File: src/rtl/dccm_arbiter_if.sv
// ---------------------------------------------------------------------------
// dccm_arbiter_if
//
// Requester-side bundle of the DCCM arbiter: both SRAM-style request ports
// plus their grant and read-return paths.
//
// Signal names carry the arbiter's point of view:
//   *_i : driven by the requesters, sampled by the arbiter
//   *_o : driven by the arbiter, seen by the requesters
//
//   en_i      [1:0]    per-port enable (a disabled port is never granted)
//   req_i     [1:0]    request, port n on bit n
//   we_i      [1:0]    write enable per port
//   addr0_i / addr1_i  word addresses
//   wdata0_i/ wdata1_i write data
//   wmask0_i/ wmask1_i bit-granular write masks
//   gnt_o     [1:0]    grant, one-hot or zero, same cycle as the request
//   rvalid_o  [1:0]    read data valid per port
//   rdata0_o/ rdata1_o read data, zero unless the matching rvalid bit is set
//
// Modports:
//   slave  : the arbiter
//   master : the requesters (or a testbench standing in for them)
// ---------------------------------------------------------------------------
interface dccm_arbiter_if #(
    parameter int Aw = 12,
    parameter int Dw = 32
);
    logic [1:0]    en_i;
    logic [1:0]    req_i;
    logic [1:0]    we_i;
    logic [Aw-1:0] addr0_i;
    logic [Aw-1:0] addr1_i;
    logic [Dw-1:0] wdata0_i;
    logic [Dw-1:0] wdata1_i;
    logic [Dw-1:0] wmask0_i;
    logic [Dw-1:0] wmask1_i;
    logic [1:0]    gnt_o;
    logic [1:0]    rvalid_o;
    logic [Dw-1:0] rdata0_o;
    logic [Dw-1:0] rdata1_o;

    modport slave (
        input  en_i, req_i, we_i,
        input  addr0_i, addr1_i,
        input  wdata0_i, wdata1_i,
        input  wmask0_i, wmask1_i,
        output gnt_o, rvalid_o,
        output rdata0_o, rdata1_o
    );

    modport master (
        output en_i, req_i, we_i,
        output addr0_i, addr1_i,
        output wdata0_i, wdata1_i,
        output wmask0_i, wmask1_i,
        input  gnt_o, rvalid_o,
        input  rdata0_o, rdata1_o
    );
endinterface

File: src/rtl/dccm_arbiter.sv
// ---------------------------------------------------------------------------
// dccm_arbiter
//
// Shares the single-ported DFFRAM data memory between two SRAM-style
// requesters. At most one access is granted per cycle using a 1-bit
// round-robin pointer; reads are tracked through a ReadLatency-deep pipe so
// that rvalid/rdata return only to the port that issued the read. The DFFRAM
// has no read-valid of its own, so this block produces it.
//
// Parameters:
//   Aw          word address width
//   Dw          data / write-mask width
//   ReadLatency cycles from a granted read to valid mem_rdata_i (1 or 2)
//
// Ports:
//   clk_i        clock
//   rst_ni       asynchronous active-low reset
//   bus          requester bundle (dccm_arbiter_if.slave)
//   mem_req_o    DFFRAM chip enable, forced low while reset is asserted
//   mem_we_o     DFFRAM write strobe
//   mem_addr_o   DFFRAM word address
//   mem_wdata_o  DFFRAM write data
//   mem_wmask_o  DFFRAM bit write mask
//   mem_rdata_i  DFFRAM read data (Do)
// ---------------------------------------------------------------------------
module dccm_arbiter #(
    parameter int Aw          = 12,
    parameter int Dw          = 32,
    parameter int ReadLatency = 1
) (
    input  logic                 clk_i,
    input  logic                 rst_ni,
    dccm_arbiter_if.slave        bus,
    output logic                 mem_req_o,
    output logic                 mem_we_o,
    output logic [Aw-1:0]        mem_addr_o,
    output logic [Dw-1:0]        mem_wdata_o,
    output logic [Dw-1:0]        mem_wmask_o,
    input  logic [Dw-1:0]        mem_rdata_i
);

    // Priority pointer: index of the port preferred on contention.
    logic prio_q, prio_d;

    // Read-tracking pipe, stage 0 first, stage ReadLatency-1 is the return.
    logic [ReadLatency-1:0] pipe_vld_q, pipe_vld_d;
    logic [ReadLatency-1:0] pipe_port_q, pipe_port_d;

    logic [1:0] elig;
    logic [1:0] gnt;
    logic       gnt_any;
    logic       gnt_port;
    logic       gnt_we;
    logic [1:0] rvalid;

    // -----------------------------------------------------------------------
    // Arbitration
    // -----------------------------------------------------------------------
    assign elig = bus.req_i & bus.en_i;

    always_comb begin
        gnt = 2'b00;
        unique case (elig)
            2'b01:   gnt = 2'b01;
            2'b10:   gnt = 2'b10;
            2'b11:   gnt = prio_q ? 2'b10 : 2'b01;
            default: gnt = 2'b00;
        endcase
    end

    assign gnt_any  = |gnt;
    assign gnt_port = gnt[1];
    assign gnt_we   = gnt_port ? bus.we_i[1] : bus.we_i[0];

    // After serving port n, prefer the other one next time.
    assign prio_d = gnt_any ? ~gnt_port : prio_q;

    assign bus.gnt_o = gnt;

    // -----------------------------------------------------------------------
    // Memory drive: granted port's fields, or all zero when idle
    // -----------------------------------------------------------------------
    always_comb begin
        mem_we_o    = 1'b0;
        mem_addr_o  = '0;
        mem_wdata_o = '0;
        mem_wmask_o = '0;
        if (gnt_any) begin
            mem_we_o = gnt_we;
            if (gnt_port) begin
                mem_addr_o  = bus.addr1_i;
                mem_wdata_o = bus.wdata1_i;
                mem_wmask_o = bus.wmask1_i;
            end else begin
                mem_addr_o  = bus.addr0_i;
                mem_wdata_o = bus.wdata0_i;
                mem_wmask_o = bus.wmask0_i;
            end
        end
    end

    // The grant path is purely combinational and may be active during
    // reset; keep the macro disabled until reset is released.
    assign mem_req_o = gnt_any & rst_ni;

    // -----------------------------------------------------------------------
    // Read tracking
    // -----------------------------------------------------------------------
    always_comb begin
        pipe_vld_d     = '0;
        pipe_port_d    = '0;
        pipe_vld_d[0]  = gnt_any & ~gnt_we;
        pipe_port_d[0] = gnt_port;
        for (int i = 1; i < ReadLatency; i++) begin
            pipe_vld_d[i]  = pipe_vld_q[i-1];
            pipe_port_d[i] = pipe_port_q[i-1];
        end
    end

    always_ff @(posedge clk_i or negedge rst_ni) begin
        if (!rst_ni) begin
            prio_q      <= 1'b0;
            pipe_vld_q  <= '0;
            pipe_port_q <= '0;
        end else begin
            prio_q      <= prio_d;
            pipe_vld_q  <= pipe_vld_d;
            pipe_port_q <= pipe_port_d;
        end
    end

    // Only one read is issued per cycle, so the last stage can flag at most
    // one port at a time.
    always_comb begin
        rvalid = 2'b00;
        if (pipe_vld_q[ReadLatency-1]) begin
            if (pipe_port_q[ReadLatency-1]) begin
                rvalid = 2'b10;
            end else begin
                rvalid = 2'b01;
            end
        end
    end

    assign bus.rvalid_o = rvalid;
    assign bus.rdata0_o = rvalid[0] ? mem_rdata_i : '0;
    assign bus.rdata1_o = rvalid[1] ? mem_rdata_i : '0;

endmodule

File: src/flat_wrapper.sv
// flat-port wrapper written by rule: the top's interface ports become plain ports
module dccm_arbiter_flat 
#(
    parameter int Aw          = 12,
    parameter int Dw          = 32,
    parameter int ReadLatency = 1
)
  (clk_i, rst_ni, mem_req_o, mem_we_o, mem_addr_o, mem_wdata_o, mem_wmask_o, mem_rdata_i, bus_en_i, bus_req_i, bus_we_i, bus_addr0_i, bus_addr1_i, bus_wdata0_i, bus_wdata1_i, bus_wmask0_i, bus_wmask1_i, bus_gnt_o, bus_rvalid_o, bus_rdata0_o, bus_rdata1_o);
  dccm_arbiter_if #(.Aw(Aw), .Dw(Dw)) bus_i ();
  input  logic clk_i;
  input  logic rst_ni;
  output logic mem_req_o;
  output logic mem_we_o;
  output logic [Aw-1:0] mem_addr_o;
  output logic [Dw-1:0] mem_wdata_o;
  output logic [Dw-1:0] mem_wmask_o;
  input  logic [Dw-1:0] mem_rdata_i;
  input wire logic [$bits(bus_i.en_i)-1:0] bus_en_i;
  input wire logic [$bits(bus_i.req_i)-1:0] bus_req_i;
  input wire logic [$bits(bus_i.we_i)-1:0] bus_we_i;
  input wire logic [$bits(bus_i.addr0_i)-1:0] bus_addr0_i;
  input wire logic [$bits(bus_i.addr1_i)-1:0] bus_addr1_i;
  input wire logic [$bits(bus_i.wdata0_i)-1:0] bus_wdata0_i;
  input wire logic [$bits(bus_i.wdata1_i)-1:0] bus_wdata1_i;
  input wire logic [$bits(bus_i.wmask0_i)-1:0] bus_wmask0_i;
  input wire logic [$bits(bus_i.wmask1_i)-1:0] bus_wmask1_i;
  output wire logic [$bits(bus_i.gnt_o)-1:0] bus_gnt_o;
  output wire logic [$bits(bus_i.rvalid_o)-1:0] bus_rvalid_o;
  output wire logic [$bits(bus_i.rdata0_o)-1:0] bus_rdata0_o;
  output wire logic [$bits(bus_i.rdata1_o)-1:0] bus_rdata1_o;
  assign bus_i.en_i = bus_en_i;
  assign bus_i.req_i = bus_req_i;
  assign bus_i.we_i = bus_we_i;
  assign bus_i.addr0_i = bus_addr0_i;
  assign bus_i.addr1_i = bus_addr1_i;
  assign bus_i.wdata0_i = bus_wdata0_i;
  assign bus_i.wdata1_i = bus_wdata1_i;
  assign bus_i.wmask0_i = bus_wmask0_i;
  assign bus_i.wmask1_i = bus_wmask1_i;
  assign bus_gnt_o = bus_i.gnt_o;
  assign bus_rvalid_o = bus_i.rvalid_o;
  assign bus_rdata0_o = bus_i.rdata0_o;
  assign bus_rdata1_o = bus_i.rdata1_o;
  dccm_arbiter #(.Aw(Aw), .Dw(Dw), .ReadLatency(ReadLatency)) u_core (.clk_i(clk_i), .rst_ni(rst_ni), .bus(bus_i), .mem_req_o(mem_req_o), .mem_we_o(mem_we_o), .mem_addr_o(mem_addr_o), .mem_wdata_o(mem_wdata_o), .mem_wmask_o(mem_wmask_o), .mem_rdata_i(mem_rdata_i));
endmodule
File: config.mk
export PLATFORM = sky130hd
export DESIGN_NAME = dccm_arbiter_flat
export DESIGN_NICKNAME = d
export VERILOG_FILES = /design/src/rtl/dccm_arbiter_if.sv /design/src/rtl/dccm_arbiter.sv /design/src/flat_wrapper.sv
export SDC_FILE = /design/constraint.sdc
export NUM_CORES = 1
export LEC_CHECK = 0
export BUFFER_PORTS_ARGS = -buffer_cell sky130_fd_sc_hd__buf_2
export CORE_AREA = 2 2 131 133
export CTS_CLUSTER_DIAMETER = 150
export DETAILED_ROUTE_END_ITERATION = 16
export DIE_AREA = 0 0 133 135
export PLACE_DENSITY_LB_ADDON = 0.3
export SYNTH_ARGS = -nofsm -noshare
export SYNTH_HDL_FRONTEND = slang
export SYNTH_SLANG_ARGS = --single-unit
File: constraint.sdc
create_clock -name clk_i -period 1.1 [get_ports clk_i]
set_input_delay 0.165 -clock clk_i [delete_from_list [all_inputs] [get_ports clk_i]]
set_output_delay 0.165 -clock clk_i [all_outputs]
set_load 0.01 [all_outputs]
==> Word level (Yosys, flattened, before mapping) <==
Index checks and enable logic that the tools add are counted.
{ "op_classes": {"div_mod_pow": 0, "add_sub_neg": 0, "n_mux": 14, "shift": 0, "magnitude_cmp": 0, "n_eq_ne": 3, "n_mul": 0, "n_reduce_logical": 1, "bitwise_logic": 5} }
{ "ops": {"columns": ["cell", "n"], "rows": [
  ["$mux W32", 6],
  ["$mux W12", 2],
  ["$mux W2", 3],
  ["$pmux W2 S3", 1],
  ["$eq A2 B2 Y1 const B", 2],
  ["$and A1 B1 Y1", 2],
  ["$and A2 B2 Y2", 1],
  ["$eq A2 B1 Y1 const B", 1],
  ["$mux W1", 2],
  ["$not A1 Y1", 2],
  ["$reduce_or A2 Y1", 1]
]} }
{ "totals": {"mem_bits_rw": 0, "latch_bits": 0, "rom_bits": 0, "inputBits": 192, "n_memories": 0, "out_inout_bits": 146, "regBits": 3, "wordCells": 26} }

==> Longest topological paths before layout <==
Gate-level depths: netlist of the first run.
{ "depth": {"ltp_word": 6, "ltp_mapped": 6, "depth_no_buf": 2} }

==> Worst setup path before layout of the first run <==
Ideal clock, no wire load.
{ "synth_timing": {"kind": "register to output", "from": "reg u_core.prio_q", "to": "out mem_wmask_o[12]", "setup_slack_ns": -0.152, "t_arrival_ns": 1.087, "path_buffers": 3, "stages_incl_launch_ff": 6, "required_ns": 0.935, "cell_sequence": "dfrtp_1 > and3_4 > buf_6 > buf_6 > buf_6 > o22ai_2"} }
{ "synth_between": {"elab_chain_len": 4, "word_cells_on_any_way": 5, "classes_between": "mux: 4; reduce/logical: 1"} }
{ "synth_rtl": {"columns": ["item", "line", "text"], "rows": [
  ["start: declaration", "dccm_arbiter.sv:43", "logic prio_q, prio_d;"],
  ["start signal: assignment", "dccm_arbiter.sv:126", "prio_q <= prio_d;"],
  ["$mux W2 *", "dccm_arbiter.sv:66", "2'b11: gnt = prio_q ? 2'b10 : 2'b01;"],
  ["$pmux W2 S3 *", "dccm_arbiter.sv:63", "unique case (elig)"],
  ["$mux W32 / $reduce_or A2 Y1 (equally long branches)", "dccm_arbiter.sv:90, dccm_arbiter.sv:71", null],
  ["$mux W32 *", "dccm_arbiter.sv:88", "if (gnt_any) begin"],
  ["end: declaration", "flat_wrapper.sv:16", "output logic [Dw-1:0] mem_wmask_o;"]
]} }
Every way passes the cells marked *; elsewhere a longest branch is shown, timed or not.

==> Worst setup path after layout of the first run <==
{ "layout_timing": {"from": "reg u_core.prio_q", "to": "out mem_wmask_o[15]"} }
Same word-level chain as after synthesis.

==> results of run 1 <==
[synth_stat cells]
| master | number |
|---|---|
| and3b_1 | 1 |
| and3_4 | 1 |
| clkbuf_1 | 32 |
| dfrtp_1 | 3 |
| nand2_1 | 2 |
| nor2b_1 | 1 |
| a21boi_0 | 1 |
| and3_1 | 32 |
| buf_6 | 3 |
| o22ai_2 | 10 |
| nand3_1 | 154 |
| nand3b_1 | 2 |
| a21o_1 | 1 |
| o22ai_1 | 68 |
| nor2_1 | 2 |
| and2_1 | 33 |
| buf_2 | 28 |
[stage by stage]
| stage | hold WS [ps] | area (µm²) | cells | setup WS, ps |
|---|---|---|---|---|
| after floorplan | -130.6 | 2522 | 374 | -127.2 |
| after global placement | 64.82 | 4696 | 908 | -292.1 |
| after detailed placement | 67.84 | 4696 | 908 | -296.4 |
| after CTS | 230.0 | 5067 | 921 | -523.3 |
| after global routing | 241.4 | 5987 | 939 | -572.5 |
| final | 224.2 | 5987 | 939 | -515.8 |
[area by class of cell]
| cell class | count | area, µm² | share of cell area |
|---|---|---|---|
| Antenna cell | 1 | 2.502 | 0.0004180 |
| Clock buffer | 4 | 78.83 | 0.01317 |
| Multi-Input combinational cell | 308 | 2405 | 0.4017 |
| Sequential cell | 3 | 77.57 | 0.01296 |
| Tap cell | 220 | 275.3 | 0.04598 |
| Timing Repair Buffer | 403 | 3148 | 0.5258 |
[logic make-up after synthesis]
group | after synthesis | synth area share
and+or+nand+nor | 228 | 0.5690
AOI/OAI and AO/OA | 80 | 0.2608
buffers and inverters | 63 | 0.1356
DFF | 3 | 0.03462
[final timing paths]
check / startpoint / to / slack [ps] / depth (start not counted)
worst max-delay path: u_core.prio_q / mem_wmask_o[15] / -520 / 5
worst min-delay path: bus_we_i[1] / u_core.pipe_vld_q / 220 / 3
worst max register to register: u_core.prio_q / u_core.prio_q / -190 / 5
worst min register to register: u_core.prio_q / u_core.prio_q / 580 / 2
max in group asynchronous: rst_ni / u_core.pipe_port_q / 600 / 3
min in group asynchronous: rst_ni / u_core.prio_q / 370 / 3
[worst max-delay path, cell delays in order (launching register included)]
cell	delay [ps]
dfrtp_1	360
and3b_4	330
buf_12	150
clkbuf_16	180
o22ai_4	70
buf_6	120
[cells in the final DEF (no fill, tap or decap), types with 2 or more instances in the layout]
cell	Yosys	final
and2_1	33	15
bufbuf_16	0	4
o22ai_1	68	22
o22ai_4	0	12
buf_2	28	275
buf_6	3	64
and3_4	1	32
nand3_1	154	154
o22ai_2	10	44
clkbuf_16	0	11
buf_4	0	24
dfrtp_2	0	2
buf_8	0	5
buf_16	0	2
nand3b_1	2	2
buf_12	0	20
and2_4	0	18
[sequential cells by signal, summed over array words and instances, names as in the netlist]
| register | cells |
|---|---|
| u_core.pipe_port_q | 1 |
| u_core.pipe_vld_q | 1 |
| u_core.prio_q | 1 |
[layer usage]
metal,track usage,wire [µm],vias up
li1,-,-,2106
met1,0.1956,6771,2109
met2,0.2945,8948,251
met3,0.03453,1382,30
met4,0.02688,486,0
met5,0,0,-
[what timing repair did]
| action | CTS | global route |
|---|---|---|
| pin swaps | 2 | 32 |
| endpoints found under the hold margin | 3 | 0 |
| gates cloned | 5 | 11 |
| buffers inserted | 3 | 9 |
| hold buffers | 1 | 0 |
| resized for setup | 24 | 135 |
| setup endpoints to repair | 149 | 148 |
[power breakdown]
group          switching, mW  total (mW)  internal [mW]  leakage (nW)
Combinational           1.22        2.59           1.37          2.80
Sequential            0.0133       0.137          0.124        0.0355
Clock                  0.122       0.603          0.481        0.0382
==> summary.md, run 1 <==
| Metric | Value |
|---|---|
| Status | finished with violations |
| Failing checks | negative setup slack |
| #FFs+latches synth | 3 |
| TNS Setup | -62,620 ps |
| Via-per-instance ratio | 4.788 |
| Post-synth top area share | 0.3555 |
| Fin. max-slew vios | 0 |
| Initial drt markers | 224 |
| Area contributors post-synth | nand3_1 (36%), o22ai_1 (20%), and2_1 (9.5%) |
| Fin crit period | 1616 ps |
| TritonCTS clock tree | done |
| GR Overflow Total | 0 |
| Final Total Pwr | 3.328 mW |
| Clock root buffer | clkbuf_16 |
| RSZ-0062 raised after global routing | true |
| Req. time, crit path | 940 ps |
| Initial antenna violation count | 3 |
| Avg WL per Cell | 18.73 µm |
| Fmax | 0.6189 GHz |
| Worst setup margin | -515.8 ps |
| RePlAce Congestion | 0.7931 |
| Power Density | 555.8 mW/mm² |
| Avg Cell Area, Syn | 5.798 µm² |
| # IOs | 338 |
| CP startpoint kind | register |
| Max-cap viol count | 0 |
| Drt total wl | 17.59 mm |
| H-Tree Depth | 1 |
| Vias in the first global route | 4,134 |
| Peak supply drop | 0.0003760 V |
| Port Buf Inserts | 337 |
| CTS Buf Count | 3 |
| DRC errors left | 0 |
| Fillers | 1,713 |
| Final period utilization | 1.469 |
| Setup CP Type | reg -> out |
| Area Overhead vs Synth | 176.1% |
| Endpoint type of the worst setup path | primary output |
| Mapped Nets | 566 |
| Share of cells above drive strength 1 | 0.7228 |
| Total die area | 0.01796 mm² |
| Deepest clock path buffer count | 2 |
| Hold Path Class | in -> reg |
| Antenna-violating nets left | 0 |
| Largest area contributor in the synthesized netlist | nand3_1 |
| Post-Route Utilization | 0.3649 |
| Netlist cell types | 17 |
| Hpwl dp | 11.99 mm |
| Hold Violations, Final | 0 |
| Tot GR Track Use | 0.1608 |
| Core box area | 0.01641 mm² |
| Slew @ Worst Pin | 276.7 ps |
| Initial core utilization | 0.1322 |
| Die width | 133 µm |
| Die Y | 135 µm |
| Final setup fails | 148 |
| Synth Instances | 374 |
| Arrival @ worst endpoint | 1450 ps |
| Clock slew at reported path FFs | 40 ps |
| Largest net degree at the start of global routing | 48 |
| Synthesized area | 0.002168 mm² |
| Std cell rows | 47 |
| Skew-Pair Late Insertion Delay | 230 ps |
| Final setup skew | 9.737 ps |
| Leakage | 2.873 nW |
| Layout Nets | 911 |
| Global-route wire length before repair | 23.13 mm |
| CTS sink cnt | 3 |
| Yosys warns | 0 |
| Slew margin rel. | 0.8155 |
| Vias | 4,496 |
| Seq/Total Area, Yosys | 0.03462 |
| TritonRoute pass-1 iters | 4 |
| Critical-path maximum fanout | 7 |
No activity file was read; power rests on OpenSTA's default activity.
==> run 2, diff against run 1 <==
--- a/config.mk
+++ b/config.mk
@@ -7,6 +7,7 @@
 export LEC_CHECK = 0
 export BUFFER_PORTS_ARGS = -buffer_cell sky130_fd_sc_hd__buf_2
 export CORE_AREA = 2 2 131 133
+export CTS_BUF_LIST = sky130_fd_sc_hd__clkbuf_8
 export CTS_CLUSTER_DIAMETER = 150
 export DETAILED_ROUTE_END_ITERATION = 16
 export DIE_AREA = 0 0 133 135
==> run 2 against run 1 <==
The flow still finishes with violations (negative setup slack). Worst hold slack better by 2.7 ps. First-iteration DRC count up 5.4%. Sequential share of layout area about the same. Total power down 8.0%. Register-to-register slack about the same. Sequential cell count unchanged. Count of clock-buffer cells in the layout down 1. Routed wire length down 0.22%. Worst setup slack about the same.
==> summary.md, run 2 (same netlist as run 1, synthesis figures left out) <==
| Metric | Value |
|---|---|
| Global-route wire length before repair | 23.11 mm (about the same) |
| Clock root buffer | clkbuf_8 |
| Via-per-instance ratio | 4.793 (+0.11%) |
| Total die area | 0.01796 mm² (unchanged) |
| RSZ-0062 raised after global routing | true |
| Deepest clock path buffer count | 2 (unchanged) |
| Worst setup margin | -515.7 ps (+0.1500 ps) |
| Slew margin rel. | 0.8175 (+0.001966) |
| Fmax | 0.6189 GHz (about the same) |
| Hold Path Class | in -> reg |
| Final setup skew | 16.62 ps (+6.883 ps) |
| Vias | 4,501 (+0.11%) |
| Die Y | 135 µm (unchanged) |
| Setup CP Type | reg -> out |
| CTS sink cnt | 3 (unchanged) |
| Hold Violations, Final | 0 (unchanged) |
| Most common cell after layout, fill and taps aside | buf_2 |
| Hold_ws | 226.9 ps (+2.697 ps) |
| # IOs | 338 (unchanged) |
| Fin. max-slew vios | 0 (unchanged) |
| DRC errors left | 0 (unchanged) |
| Biggest regs | u_core.pipe_port_q (1), u_core.pipe_vld_q (1), u_core.prio_q (1) |
| Antenna-violating nets left | 0 (unchanged) |
| RR Startpoint | u_core.prio_q |
| Arrival @ worst endpoint | 1450 ps (about the same) |
| Critical-path maximum fanout | 7 (unchanged) |
| Register area | 77.57 µm² (unchanged) |
| TNS Setup | -63,100 ps (-477.2 ps) |
| Area of the multi-input gates | 0.002410 mm² (+0.21%) |
| RePlAce Congestion | 0.7931 (unchanged) |
| Post-Route Utilization | 0.3633 (-0.001601) |
| FF-to-FF End | u_core.prio_q |
| Skew-Pair Late Insertion Delay | 230 ps (about the same) |
| Vias in the first global route | 4,141 (+0.17%) |
| Layout Nets | 911 (unchanged) |
| Hold Path Origin | bus_we_i[1] |
| Endpoint type of the worst setup path | primary output |
| Core box area | 0.01641 mm² (unchanged) |
| Most frequent cells in the layout | buf_2 (274), nand3_1 (154), buf_6 (66) |
| Hpwl dp | 11.99 mm (unchanged) |
| Failing checks | negative setup slack |
| Drt total wl | 17.55 mm (-0.22%) |
| Fillers | 1,717 (+0.23%) |
| Pre-CTS WS | -296.4 ps (unchanged) |
| Die width | 133 µm (unchanged) |
| H-Tree Depth | 1 (unchanged) |
| Max-cap viol count | 0 (unchanged) |
| Flop2flop setup slack | -190 ps (about the same) |
| Fin crit period | 1616 ps (-0.1500 ps) |
| Port Buf Inserts | 337 (unchanged) |
| Final period utilization | 1.469 (about the same) |
| Setup crit start | u_core.prio_q |
| Share of cells above drive strength 1 | 0.7242 (+0.001393) |
| Area Overhead vs Synth | 174.9% |
| Clock slew at reported path FFs | 50 ps (about the same) |
| CTS Buf Count | 3 (unchanged) |
| Leakage | 2.859 nW (-0.48%) |
| Tot GR Track Use | 0.1607 (about the same) |
| Slew @ Worst Pin | 273.8 ps (-2.949 ps) |
| Hold depth | 3 (unchanged) |
| Initial antenna violation count | 3 (unchanged) |
| Final setup fails | 148 (unchanged) |
| Largest net degree at the start of global routing | 48 (unchanged) |
| CP startpoint kind | register |
| Status | finished with violations |
| GR Overflow Total | 0 (unchanged) |
| Std cell rows | 47 (unchanged) |
| Peak supply drop | 0.0002983 V (-21%) |
| TritonRoute pass-1 iters | 4 (unchanged) |
| Avg WL per Cell | 18.69 µm (-0.22%) |
| Power Density | 513.3 mW/mm² (-7.6%) |
| Initial core utilization | 0.1322 (unchanged) |
| R2R depth | 5 (unchanged) |
| Initial drt markers | 236 (+5.4%) |
| Req. time, crit path | 940 ps (about the same) |
| Hold Path Sink | u_core.pipe_vld_q |
| TritonCTS clock tree | done |
## run 2: metal layers
| metal | track usage | vias up | share of wire |
|---|---|---|---|
| met4 | 0.02688 | 0 | 0.028 |
| met5 | 0 | - | 0 |
| met1 | 0.1956 | 2111 | 0.38 |
| met3 | 0.03453 | 30 | 0.080 |
| li1 | - | 2106 | - |
| met2 | 0.2942 | 254 | 0.52 |
## run 2: worst max-delay path by stage
stage / to / depth (start not counted) / slack [ps]
after floorplan: mem_wmask_o[12] / 5 / -130
after global placement: mem_wmask_o[30] / 5 / -290
after detailed placement: mem_addr_o[0] / 4 / -300
after CTS: mem_wdata_o[1] / 5 / -530
after global routing: mem_wmask_o[16] / 5 / -580
final: mem_wmask_o[15] / 5 / -520
## run 2: through the flow
stage	instances	area [µm²]	total power, mW
2_1_floorplan	374	2522	1.194
3_3_place_gp	908	4696	2.160
3_5_place_dp	908	4696	2.160
4_1_cts	921	5034	2.683
5_1_grt	939	5961	3.251
6_report	939	5961	3.060
## run 2: power by group
part           internal [mW]  leakage (nW)  switching, mW
Clock                  0.240        0.0269         0.0985
Sequential             0.124        0.0355         0.0133
Combinational           1.37          2.80           1.22
## run 2: final cells by class
type / instances / area share
timing repair buffer: 403 / 0.5285
tap: 220 / 0.04618
antenna: 1 / 0.0004198
sequential: 3 / 0.01301
multi-input combinational: 308 / 0.4043
clock inverter: 1 / 0.0006297
clock buffer: 3 / 0.006927
## run 2: repair_timing
action / CTS / global route
setup endpoints to repair: 149 / 148
pin swaps: 2 / 26
endpoints found under the hold margin: 3 / 0
gates cloned: 5 / 11
hold buffers: 1 / 0
resized for setup: 24 / 136
buffers inserted: 3 / 9
## run 2: worst max-delay path, cell delays in order, from the launching register on
cell and delay, ps:
dfrtp_1 360, and3b_4 330, buf_12 150, clkbuf_16 180, o22ai_4 70, buf_6 120
